File: src/rtl/vc_out_scheduler.sv
// vc_out_scheduler: round-robin wormhole scheduler serialising per-VC flits onto one registered valid/ready stream.
module vc_out_scheduler #(
  parameter int FLIT_WIDTH = 34,
  parameter int N_VC = 2,
  localparam int VC_W = $clog2(N_VC)
) (
  input  logic                     clk,
  input  logic                     arst,
  input  logic [N_VC-1:0]          vc_valid_i,
  input  logic [N_VC*FLIT_WIDTH-1:0] vc_flit_i,
  output logic [N_VC-1:0]          vc_ready_o,
  output logic                     fout_valid_o,
  output logic [FLIT_WIDTH-1:0]    fout_flit_o,
  output logic [VC_W-1:0]          fout_vc_id_o,
  input  logic                     fout_ready_i,
  output logic                     locked_o,
  output logic                     err_o
);
  typedef enum logic {IDLE, LOCKED} state_t;
  localparam logic [1:0] HEAD = 2'b00, BODY = 2'b01, TAIL = 2'b10, HEAD_TAIL = 2'b11;
  state_t state, state_n;
  logic [VC_W-1:0] rr_ptr, rr_n, lock_vc, lock_n, gidx;
  logic found, load_en, xfer, bad, err_q;
  logic [FLIT_WIDTH-1:0] sel;
  logic [1:0] ftype;
  // Lowest circular offset from p wins: scan offsets high to low so the last hit is the nearest.
  function automatic logic [VC_W:0] rr_pick(input logic [N_VC-1:0] v, input logic [VC_W-1:0] p);
    int k;
    rr_pick = '0;
    for (int i = N_VC - 1; i >= 0; i--) begin
      k = (int'(p) + i) % N_VC;
      if (v[k[VC_W-1:0]]) rr_pick = {1'b1, k[VC_W-1:0]};
    end
  endfunction
  assign load_en = !fout_valid_o | fout_ready_i;
  always_ff @(posedge clk or posedge arst) begin
    if (arst) begin
      state   <= IDLE;
      rr_ptr  <= '0;
      lock_vc <= '0;
    end else begin
      state   <= state_n;
      rr_ptr  <= rr_n;
      lock_vc <= lock_n;
    end
  end
  always_comb begin
    {found, gidx} = (state == LOCKED) ? {vc_valid_i[lock_vc], lock_vc} : rr_pick(vc_valid_i, rr_ptr);
    sel = vc_flit_i[int'(gidx)*FLIT_WIDTH +: FLIT_WIDTH];
    ftype = sel[FLIT_WIDTH-1 -: 2];
    xfer = found & load_en;
    state_n = state;
    rr_n = rr_ptr;
    lock_n = lock_vc;
    bad = 1'b0;
    if (xfer && state == IDLE) begin
      rr_n = VC_W'((int'(gidx) + 1) % N_VC);
      lock_n = (ftype == HEAD) ? gidx : lock_vc;
      state_n = (ftype == HEAD) ? LOCKED : IDLE;
      bad = (ftype == BODY) || (ftype == TAIL);
    end else if (xfer) begin
      state_n = (ftype == TAIL) ? IDLE : LOCKED;
      bad = (ftype == HEAD) || (ftype == HEAD_TAIL);
    end
  end
  always_comb begin
    vc_ready_o = (xfer && !arst) ? N_VC'(1) << gidx : '0;
    locked_o = (state == LOCKED);
    err_o = err_q;
  end
  // Output stage: reloads whenever empty or being drained, holds under backpressure.
  always_ff @(posedge clk or posedge arst) begin
    if (arst) begin
      fout_valid_o <= 1'b0;
      fout_flit_o  <= '0;
      fout_vc_id_o <= '0;
      err_q        <= 1'b0;
    end else begin
      err_q <= bad;
      if (load_en) begin
        fout_valid_o <= xfer;
        if (xfer) begin
          fout_flit_o  <= sel;
          fout_vc_id_o <= gidx;
        end
      end
    end
  end
endmodule

File: config.mk
export PLATFORM = sky130hd
export DESIGN_NAME = vc_out_scheduler
export DESIGN_NICKNAME = d
export VERILOG_FILES = /design/src/rtl/vc_out_scheduler.sv
export SDC_FILE = /design/constraint.sdc
export NUM_CORES = 1
export LEC_CHECK = 0
export BUFFER_PORTS_ARGS = -buffer_cell sky130_fd_sc_hd__clkbuf_2
export CAP_MARGIN = 10
export CORE_ASPECT_RATIO = 1.25
export CORE_UTILIZATION = 32
export CTS_BUF_LIST = sky130_fd_sc_hd__clkbuf_4
export DETAILED_ROUTE_END_ITERATION = 10
export GPL_ROUTABILITY_DRIVEN = 1
export PLACE_DENSITY = 0.66
export REMOVE_ABC_BUFFERS = 1
export SLEW_MARGIN = 20
export SYNTH_ARGS = -nofsm -noshare
export SYNTH_HDL_FRONTEND = slang
export SYNTH_SLANG_ARGS = --single-unit
File: constraint.sdc
create_clock -name clk -period 1.4 [get_ports clk]
set_input_delay 0.07 -clock clk [delete_from_list [all_inputs] [get_ports clk]]
set_output_delay 0.07 -clock clk [all_outputs]
set_load 0.01 [all_outputs]
==> flow_summary.yaml, run 1 <==
timing:
  rsz0062_at_grt: "yes"
  timing.clock.skew_ps: 13.7
  final_critical_path_setup_slack_ps: -236
  layout_worst_path_cycle_share_pct: 117
  fmaxAchievable_mhz: 611
  finalSetupViolCount: 41
  worst_slew_margin_rel_pct: 65.7
  finalCriticalPeriod_ps: 1640
  timing_max_transition_violations_final: 0
  max_slew.worst_pin.slew_ps: 514
  final_hold_viol_count: 0
outcome:
  status: "finished, violations left"
  failed_checks: "DRC, setup timing"
synth:
  synth.top_cells.by_area: "sky130_fd_sc_hd__dfrtp_1, sky130_fd_sc_hd__mux2i_1, sky130_fd_sc_hd__a21oi_1"
  yosys.area.top_type_share_pct: 52.5
  warnings_synthesis: 0
  post-synth-top-area-cell: "sky130_fd_sc_hd__dfrtp_1"
  dominant_register_cell_in_the_synthesized_netlist: "sky130_fd_sc_hd__dfrtp_1"
  synth.lib_cells_used.distinct: 24
  synth_async_sr_flop_share_pct: 100
  syn_area_cell_um2: 10.4
  post_synthesis_register_bit_count: 40
  cells_after_synthesis: 183
  synth-seq-area-share_pct: 52.5
  syn-cell-area_um2: 1910
  synth.cells.most_frequent: "sky130_fd_sc_hd__nor2_1, sky130_fd_sc_hd__dfrtp_1, sky130_fd_sc_hd__a21oi_1, sky130_fd_sc_hd__mux2i_1, sky130_fd_sc_hd__clkbuf_1"
  synth_most_common_cell: "sky130_fd_sc_hd__nor2_1"
  synth_enable_flop_cells: 0
layout:
  stdcell_area_um2: 3140
  flow.area_growth_from_synthesis_pct: 64.5
  n_antenna_cell: 0
  finalNonFillerCells: 393
  net_count_reported_at_finish: 399
  layout-drive-gt1-share_pct: 55.0
floorplan:
  initial_core_util_pct: 33.0
  core.rowCount: 31
  io_pins: 113
  core_area_um2: 5780
  fp.dieArea_um2: 6270
  die_w_um: 71.0
  chipHeight_um: 88.3
clock_network:
  cts-buffers-inserted: 5
  cts-htree-levels: 2
  ctsLongestPathBuffers: 2
  cts.sinks: 40
  clk_transition_reported_paths_ps: 120
  cts_tree: "built"
  cts_root_buffer: "sky130_fd_sc_hd__clkbuf_4"
  clock_insertion_delay_worst_skew_ps: 340
place:
  routabilityCongestion: 0.763
  place_inst: 367
  dp_hpwl_um: 3380
  port_buffers: 112
  total_placed_instance_area_um2: 2670
pwr:
  power_density_nw_per_um2: 2030
  peakVddDrop_mv: 0.858
  leakagePower_nw: 1.55
critical_path:
  required_ps: 1680
  cp-start-kind: "flop"
  r2r_slack_ps: -240
  path_max_fanout: 5
  worstPathArrival_ps: 1920
  timing.reg2reg.worst_path_depth: 6
  timing.critical_path.to_type: "flop"
  worst_r2r_endpoint: "err_o"
  critical_path_class: "reg2reg"
  crit-reg2reg-launch: "locked_o"
global_routing:
  global_route.usage.total_pct: 16.1
  grt_start_max_net_pins: 41
  grt_pass1_wl_um: 7820
  antenna_found_initial: 0
  globalRoute.totalOverflow: 0
  grt_pass1_vias: 1732
routing:
  drt-pass1-iter-count: 9
  detailedRoute.firstIterationViolations: 79
  route.antenna.remaining_nets: 0
  route.detailed.wl_per_inst_um: 13.0
  total_number_of_vias: 1826
  post-route-drc-count: 8
  via_per_instance_ratio: 4.65
  drt_wl_total_um: 5090
min_path:
  number_of_cells_traversed_by_the_worst_hold_path: 3
  worst_hold_path_type: "in2reg"
  min_delay_worst_endpoint: "fout_flit_o[5]"
  min_from: "vc_flit_i[39]"
job:
  max-cap-violations: 0
==> logic make-up (layout without fill, tap and decap cells) <==
kind of cell,count (synthesis),after routing,share of synthesized area [%]
buf+inv,13,157,4.33
xor+xnor,1,1,1.18
compound gates,41,41,11.6
simple gates,52,52,11.2
mux,36,36,19.2
flops,40,40,52.5
==> critical path, stage by stage, from the launching register on <==
cell	delay, ps
sky130_fd_sc_hd__dfrtp_1	450
sky130_fd_sc_hd__nand2b_4	170
sky130_fd_sc_hd__o21ai_4	170
sky130_fd_sc_hd__buf_6	140
sky130_fd_sc_hd__mux2i_4	230
sky130_fd_sc_hd__xnor3_1	320
sky130_fd_sc_hd__nor2_1	100
==> placed cells by master (no fill, tap or decap), types with 2 or more instances in the layout <==
| cell | instances |
|---|---|
| sky130_fd_sc_hd__a21oi_1 | 24 |
| sky130_fd_sc_hd__buf_6 | 7 |
| sky130_fd_sc_hd__clkbuf_4 | 5 |
| sky130_fd_sc_hd__nor2_4 | 2 |
| sky130_fd_sc_hd__clkbuf_16 | 2 |
| sky130_fd_sc_hd__nor2_1 | 39 |
| sky130_fd_sc_hd__mux2i_4 | 4 |
| sky130_fd_sc_hd__buf_12 | 4 |
| sky130_fd_sc_hd__a21oi_2 | 10 |
| sky130_fd_sc_hd__bufbuf_16 | 3 |
| sky130_fd_sc_hd__dlygate4sd3_1 | 4 |
| sky130_fd_sc_hd__mux2i_2 | 4 |
| sky130_fd_sc_hd__clkbuf_2 | 111 |
| sky130_fd_sc_hd__buf_4 | 16 |
| sky130_fd_sc_hd__dfrtp_1 | 40 |
| sky130_fd_sc_hd__nand2b_1 | 3 |
| sky130_fd_sc_hd__mux2i_1 | 27 |
| sky130_fd_sc_hd__clkinv_2 | 2 |
==> repair_timing <==
action	4_1_cts	5_1_grt
pin swaps	8	7
hold endpoints to repair	42	0
gates resized for setup	22	16
hold buffers	4	0
gates cloned	3	2
buffers inserted	7	3
setup endpoints to repair	40	41
==> how the worst max path moves through the flow <==
stage / startpoint / endpoint / slack, ps / cells after the start
after floorplan: locked_o / locked_o / -1940 / 5
after global placement: locked_o / err_o / -110 / 6
after detailed placement: locked_o / err_o / -180 / 6
after CTS: locked_o / err_o / -240 / 6
after global routing: locked_o / err_o / -310 / 6
final: locked_o / err_o / -240 / 6
==> layer usage <==
metal / track usage (%) / wire length (µm)
met4: 5.45 / 46
met1: 19.1 / 2140
met5: 0 / 0
met2: 28.7 / 2670
met3: 3.76 / 228
==> area by class of cell <==
class / instances / area [µm²]
fill: 538 / 2640
timing repair buffer: 148 / 1030
sequential: 40 / 1000
multi-input combinational: 130 / 971
tap: 66 / 82.6
clock buffer: 5 / 37.5
clock inverter: 3 / 13.8
inverter: 1 / 3.75
==> per-stage QoR <==
step	setup WS (ps)	util [%]	hold WS (ps)	setup TNS, ps	power [mW]
CTS	-238	51.9	6.62	-5820	6.07
global placement	-107	46.2	232	-2150	4.91
global route	-310	54.3	10.8	-9910	6.83
detailed placement	-177	46.2	232	-3890	4.98
floorplan	-1940	-	194	-69360	3.67
finish	-236	54.3	18.6	-6500	6.35
==> power by group <==
group | internal, mW | total, mW | switching (mW)
Combinational | 2.06 | 3.74 | 1.68
Sequential | 1.72 | 2.06 | 0.337
Clock | 0.185 | 0.553 | 0.368
==> sequential cells by signal (all words and copies together), names as in the netlist <==
name          cells
fout_flit_o      34
err_o             1
fout_valid_o      1
fout_vc_id_o      1
lock_vc           1
locked_o          1
rr_ptr            1
Note: power is estimated with default switching activity, not from simulation.
==> run 2, diff against run 1 <==
CORE_UTILIZATION = 40   (was 32)
PLACE_DENSITY = 0.8   (was 0.66)
==> run 2 against run 1 <==
  * The flow finishes with violations (setup timing)
  * Critical path depth unchanged
  * Routed wire length down 3.8%
  * Count of clock-buffer cells in the layout unchanged
  * Non-clock buffer count down 4
  * Utilization up 14 points
  * Critical endpoint is now vc_ready_o[0]
  * Largest cell class is now sequential cells
==> flow_summary.yaml, run 2 (same netlist as run 1, synthesis figures left out) <==
critical_path:
  timing.critical_path.to_type: "output port"
  timing.critical_path.buf_inv: 3
  critical_path_class: "reg2out"
  crit-reg2reg-launch: "locked_o"
  timing.reg2reg.worst_path_depth: 6
  worstPathArrival_ps: 1590
  required_ps: 1330
  path_max_fanout: 3
  cp-start-kind: "flop"
  timing.critical_path.max_delay_family: "flip-flops"
  cp_cell_sequence: "nor2b_4 > o21ai_4 > buf_6 > buf_4 > nor3_4 > buf_2"
  critical-path-slowest-cell: "sky130_fd_sc_hd__dfrtp_1"
  worst_r2r_endpoint: "err_o"
  r2r_slack_ps: -220
  worst_path_largest_cell_delay_ps: 440
timing:
  layout_worst_path_cycle_share_pct: 119
  final_hold_viol_count: 0
  finalCriticalPeriod_ps: 1660
  timing_max_transition_violations_final: 0
  max_slew.worst_pin.slew_ps: 319
  setup_total_negative_slack_ps: -6040
  fmaxAchievable_mhz: 602
  final_critical_path_setup_slack_ps: -260
  timing.clock.skew_ps: 7.71
  finalSetupViolCount: 41
  worst_slew_margin_rel_pct: 78.8
  rsz0062_at_grt: "yes"
pwr:
  leakagePower_nw: 1.52
  power_density_nw_per_um2: 2050
  fin_total_pwr_mw: 6.27
  peakVddDrop_mv: 1.04
routing:
  route.antenna.remaining_nets: 0
  detailedRoute.firstIterationViolations: 98
  drt-pass1-iter-count: 4
  total_number_of_vias: 1864
  drt_wl_total_um: 4900
  post-route-drc-count: 0
  via_per_instance_ratio: 4.93
  route.detailed.wl_per_inst_um: 13.0
layout:
  stdcell_area_um2: 3050
  n_antenna_cell: 0
  largest_reg_flops: 34
  multi_input_area_um2: 943
  net_count_reported_at_finish: 395
  finalNonFillerCells: 378
  layout.cells.most_common: "sky130_fd_sc_hd__clkbuf_2"
  filler_cell_count: 369
  most_frequent_cells_in_the_layout: "sky130_fd_sc_hd__clkbuf_2, sky130_fd_sc_hd__nor2_1, sky130_fd_sc_hd__dfrtp_1"
  layout-drive-gt1-share_pct: 51.9
  ff_latch_area_um2: 1000
  utilization_pct: 67.9
  flow.area_growth_from_synthesis_pct: 60.1
  largest_register: "fout_flit_o"
min_path:
  number_of_cells_traversed_by_the_worst_hold_path: 3
  min_delay_worst_endpoint: "fout_valid_o"
  worst_hold_path_type: "in2reg"
  min_from: "fout_ready_i"
clock_network:
  cts-htree-levels: 2
  clk_transition_reported_paths_ps: 100
  cts.sinks: 40
  cts_tree: "built"
  ctsLongestPathBuffers: 2
  cts_root_buffer: "sky130_fd_sc_hd__clkbuf_4"
  clock_insertion_delay_worst_skew_ps: 330
  cts-buffers-inserted: 5
global_routing:
  grt_pass1_vias: 1748
  grt_start_max_net_pins: 26
  grt_pass1_wl_um: 7940
  globalRoute.totalOverflow: 0
  global_route.usage.total_pct: 20.2
  antenna_found_initial: 0
floorplan:
  initial_core_util_pct: 42.4
  core_area_um2: 4490
  fp.dieArea_um2: 5050
  chipHeight_um: 79.2
  core.rowCount: 27
  die_w_um: 63.8
  io_pins: 113
job:
  max-cap-violations: 0
outcome:
  status: "finished, violations left"
  failed_checks: "setup timing"
place:
  routabilityCongestion: 0.799
  port_buffers: 112
  dp_hpwl_um: 3460
  place_inst: 356
  total_placed_instance_area_um2: 2630
## run 2: power by group
part	total, mW	internal (mW)	switching [mW]
clock	0.483	0.168	0.315
sequential	2.05	1.73	0.328
combinational	3.74	2.04	1.69
## run 2: metrics by stage
step / hold WS (ps) / worst slack, ps
2_1_floorplan: 194 / -1940
3_3_place_gp: 128 / -146
3_5_place_dp: 131 / -216
4_1_cts: 6.19 / -250
5_1_grt: 5.23 / -311
6_report: 21.9 / -260
## run 2: worst max path at each step
stage / from / endpoint / slack, ps / depth (start not counted)
after floorplan: locked_o / locked_o / -1940 / 5
after global placement: locked_o / err_o / -150 / 5
after detailed placement: locked_o / err_o / -220 / 5
after CTS: locked_o / vc_ready_o[1] / -250 / 6
after global routing: rr_ptr / vc_ready_o[0] / -310 / 6
final: rr_ptr / vc_ready_o[0] / -260 / 6
## run 2: area by class of cell
type                    instances  area share [%]
well taps                      58            2.38
repair buffers                144            32.6
flip-flops and latches         40            32.8
clock buffers                   5            1.23
multi-input cells             130            30.9
inverters                       1           0.123
## run 2: repair_timing
item                                    4_1_cts  5_1_grt
setup buffers                                10        3
pin swaps                                    10        6
endpoints found under the setup margin       41       42
hold buffers                                  1        0
hold endpoints to repair                     40        0
cloned                                        3        1
resized for setup                            26       20
## run 2: worst register-to-register path: cells and delay by family (launching register included)
kind / cells / cell delay (ps)
simple gates: 2 / 260
flops: 1 / 420
mux: 1 / 250
compound gates: 1 / 150
xor+xnor: 1 / 320
buf+inv: 1 / 150
## run 2: layer usage
metal	global-route usage, %	vias up	wire length, µm
met4	6.14	0	59
met3	4.45	6	292
met5	0	-	0
li1	-	908	-
met1	25.0	876	2030
met2	34.8	74	2520
==> run 3, diff against run 2 <==
CORE_UTILIZATION = 39   (was 40)
CTS_BUF_LIST = not set   (was sky130_fd_sc_hd__clkbuf_4)
PLACE_DENSITY = 0.78   (was 0.8)
==> run 3 against run 2 <==
  * The run still ends with setup timing left
  * Clock power grew 69%
  * Non-clock buffer count is 7 lower
  * Flip-flop and latch count unchanged
  * Fmax decreased by 2.3%
  * Combinational power down 5%
  * Critical path type is now reg2reg
  * Critical endpoint is now err_o
  * Highest routed layer unchanged
==> flow_summary.yaml, run 3 (same netlist as run 1, synthesis figures left out) <==
floorplan:
  fp.dieArea_um2: 5170
  initial_core_util_pct: 40.3
  core_area_um2: 4730
  die_w_um: 64.5
  chipHeight_um: 80.2
  core.rowCount: 28
  io_pins: 113
routing:
  detailedRoute.firstIterationViolations: 36
  post-route-drc-count: 0
  drt_wl_total_um: 4890
  via_per_instance_ratio: 4.78
  route.detailed.wl_per_inst_um: 13.0
  drt-pass1-iter-count: 4
  route.antenna.remaining_nets: 0
  total_number_of_vias: 1793
critical_path:
  worstPathArrival_ps: 1920
  timing.reg2reg.worst_path_depth: 6
  critical_path_class: "reg2reg"
  critical-path-slowest-cell: "sky130_fd_sc_hd__dfrtp_1"
  timing.critical_path.to_type: "flop"
  path_max_fanout: 5
  cp-start-kind: "flop"
  required_ps: 1620
  cp_cell_sequence: "nand2b_4 > o21ai_4 > buf_6 > mux2i_4 > xnor3_1 > nor2_1"
  worst_path_largest_cell_delay_ps: 430
timing:
  finalCriticalPeriod_ps: 1700
  finalSetupViolCount: 40
  timing_max_transition_violations_final: 0
  setup_total_negative_slack_ps: -5070
  rsz0062_at_grt: "yes"
  whs_ps: 59.8
  final_hold_viol_count: 0
  max_slew.worst_pin.slew_ps: 317
  layout_worst_path_cycle_share_pct: 121
  fmaxAchievable_mhz: 588
  worst_slew_margin_rel_pct: 78.9
  final_critical_path_setup_slack_ps: -300
  timing.clock.skew_ps: 6.71
pwr:
  leakagePower_nw: 1.48
  fin_total_pwr_mw: 6.43
  power_density_nw_per_um2: 2150
  peakVddDrop_mv: 1.15
place:
  dp_hpwl_um: 3490
  routabilityCongestion: 0.782
  port_buffers: 112
  preCtsSetupSlack_ps: -201
outcome:
  failed_checks: "setup timing"
  status: "finished, violations left"
clock_network:
  cts_tree: "built"
  cts_root_buffer: "sky130_fd_sc_hd__clkbuf_8"
  ctsLongestPathBuffers: 2
  cts-buffers-inserted: 5
  clock_insertion_delay_worst_skew_ps: 290
  clk_transition_reported_paths_ps: 70
  cts-htree-levels: 2
  cts.sinks: 40
layout:
  layout.cells.most_common: "sky130_fd_sc_hd__clkbuf_2"
  net_count_reported_at_finish: 388
  utilization_pct: 63.4
  layout-drive-gt1-share_pct: 51.7
  n_antenna_cell: 0
  largest_reg_flops: 34
  most_frequent_cells_in_the_layout: "sky130_fd_sc_hd__clkbuf_2, sky130_fd_sc_hd__dfrtp_1, sky130_fd_sc_hd__nor2_1"
  flow.area_growth_from_synthesis_pct: 57.2
  largest_register: "fout_flit_o"
global_routing:
  globalRoute.totalOverflow: 0
  grt_pass1_vias: 1695
  global_route.usage.total_pct: 20.2
  grt_start_max_net_pins: 32
  grt_pass1_wl_um: 7720
  antenna_found_initial: 0
job:
  max-cap-violations: 0
min_path:
  number_of_cells_traversed_by_the_worst_hold_path: 3
  worst_hold_path_type: "in2reg"
[run 3: cell types whose count changed in the layout (fill, tap and decap cells not counted), moves of 3 or more]
cell                       delta
sky130_fd_sc_hd__clkbuf_8     +7
sky130_fd_sc_hd__clkbuf_2     +3
sky130_fd_sc_hd__buf_4        -3
sky130_fd_sc_hd__buf_6        -5
sky130_fd_sc_hd__clkbuf_4     -5
[run 3: per-layer routing]
metal	share of wire [%]	vias up	global-route usage, %
met5	0	-	0
met4	1.7	0	8.89
met3	4.8	9	4.26
met2	53	56	36.3
met1	40	836	22.6
li1	-	892	-
[run 3: worst paths after layout]
path                         startpoint               to  slack (ps)
setup / recovery               locked_o            err_o        -300
hold / removal             vc_flit_i[4]   fout_flit_o[4]          60
setup reg to reg               locked_o            err_o        -300
hold reg to reg                  rr_ptr           rr_ptr         520
max in group asynchronous          arst   fout_flit_o[9]         730
min in group asynchronous          arst  fout_flit_o[31]         380
[run 3: area by class of cell]
type                            count  area, µm²
Timing Repair Buffer              137        898
Sequential cell                    40       1000
Fill cell                         392       1730
Tap cell                           60       75.1
Clock buffer                        7       96.3
Inverter                            1       3.75
Multi-Input combinational cell    130        923
[run 3: metrics by stage]
stage,cells,instance area [µm²]
3_3_place_gp,358,2640
2_1_floorplan,171,1830
5_1_grt,375,3000
3_5_place_dp,358,2640
6_report,375,3000
4_1_cts,373,2940
[run 3: critical path: cells and delay by family, from the launching register on]
| family | cells | cell delay, ps |
|---|---|---|
| AND/OR/NAND/NOR | 2 | 280 |
| buffers and inverters | 1 | 160 |
| flip-flops | 1 | 430 |
| multiplexers | 1 | 270 |
| AO/OA/AOI/OAI | 1 | 150 |
| XOR/XNOR | 1 | 370 |
[run 3: repair_timing]
item	in CTS	in global routing
hold endpoints to repair	40	0
hold buffers	1	0
cloned	2	1
setup buffers	5	1
pin swaps	19	13
gates resized for setup	25	6
endpoints found under the setup margin	39	41
[run 3: where the power goes]
part           total (mW)  switching, mW  internal (mW)
Sequential           2.06          0.327           1.73
Clock               0.815          0.376          0.439
Combinational        3.56           1.66           1.90
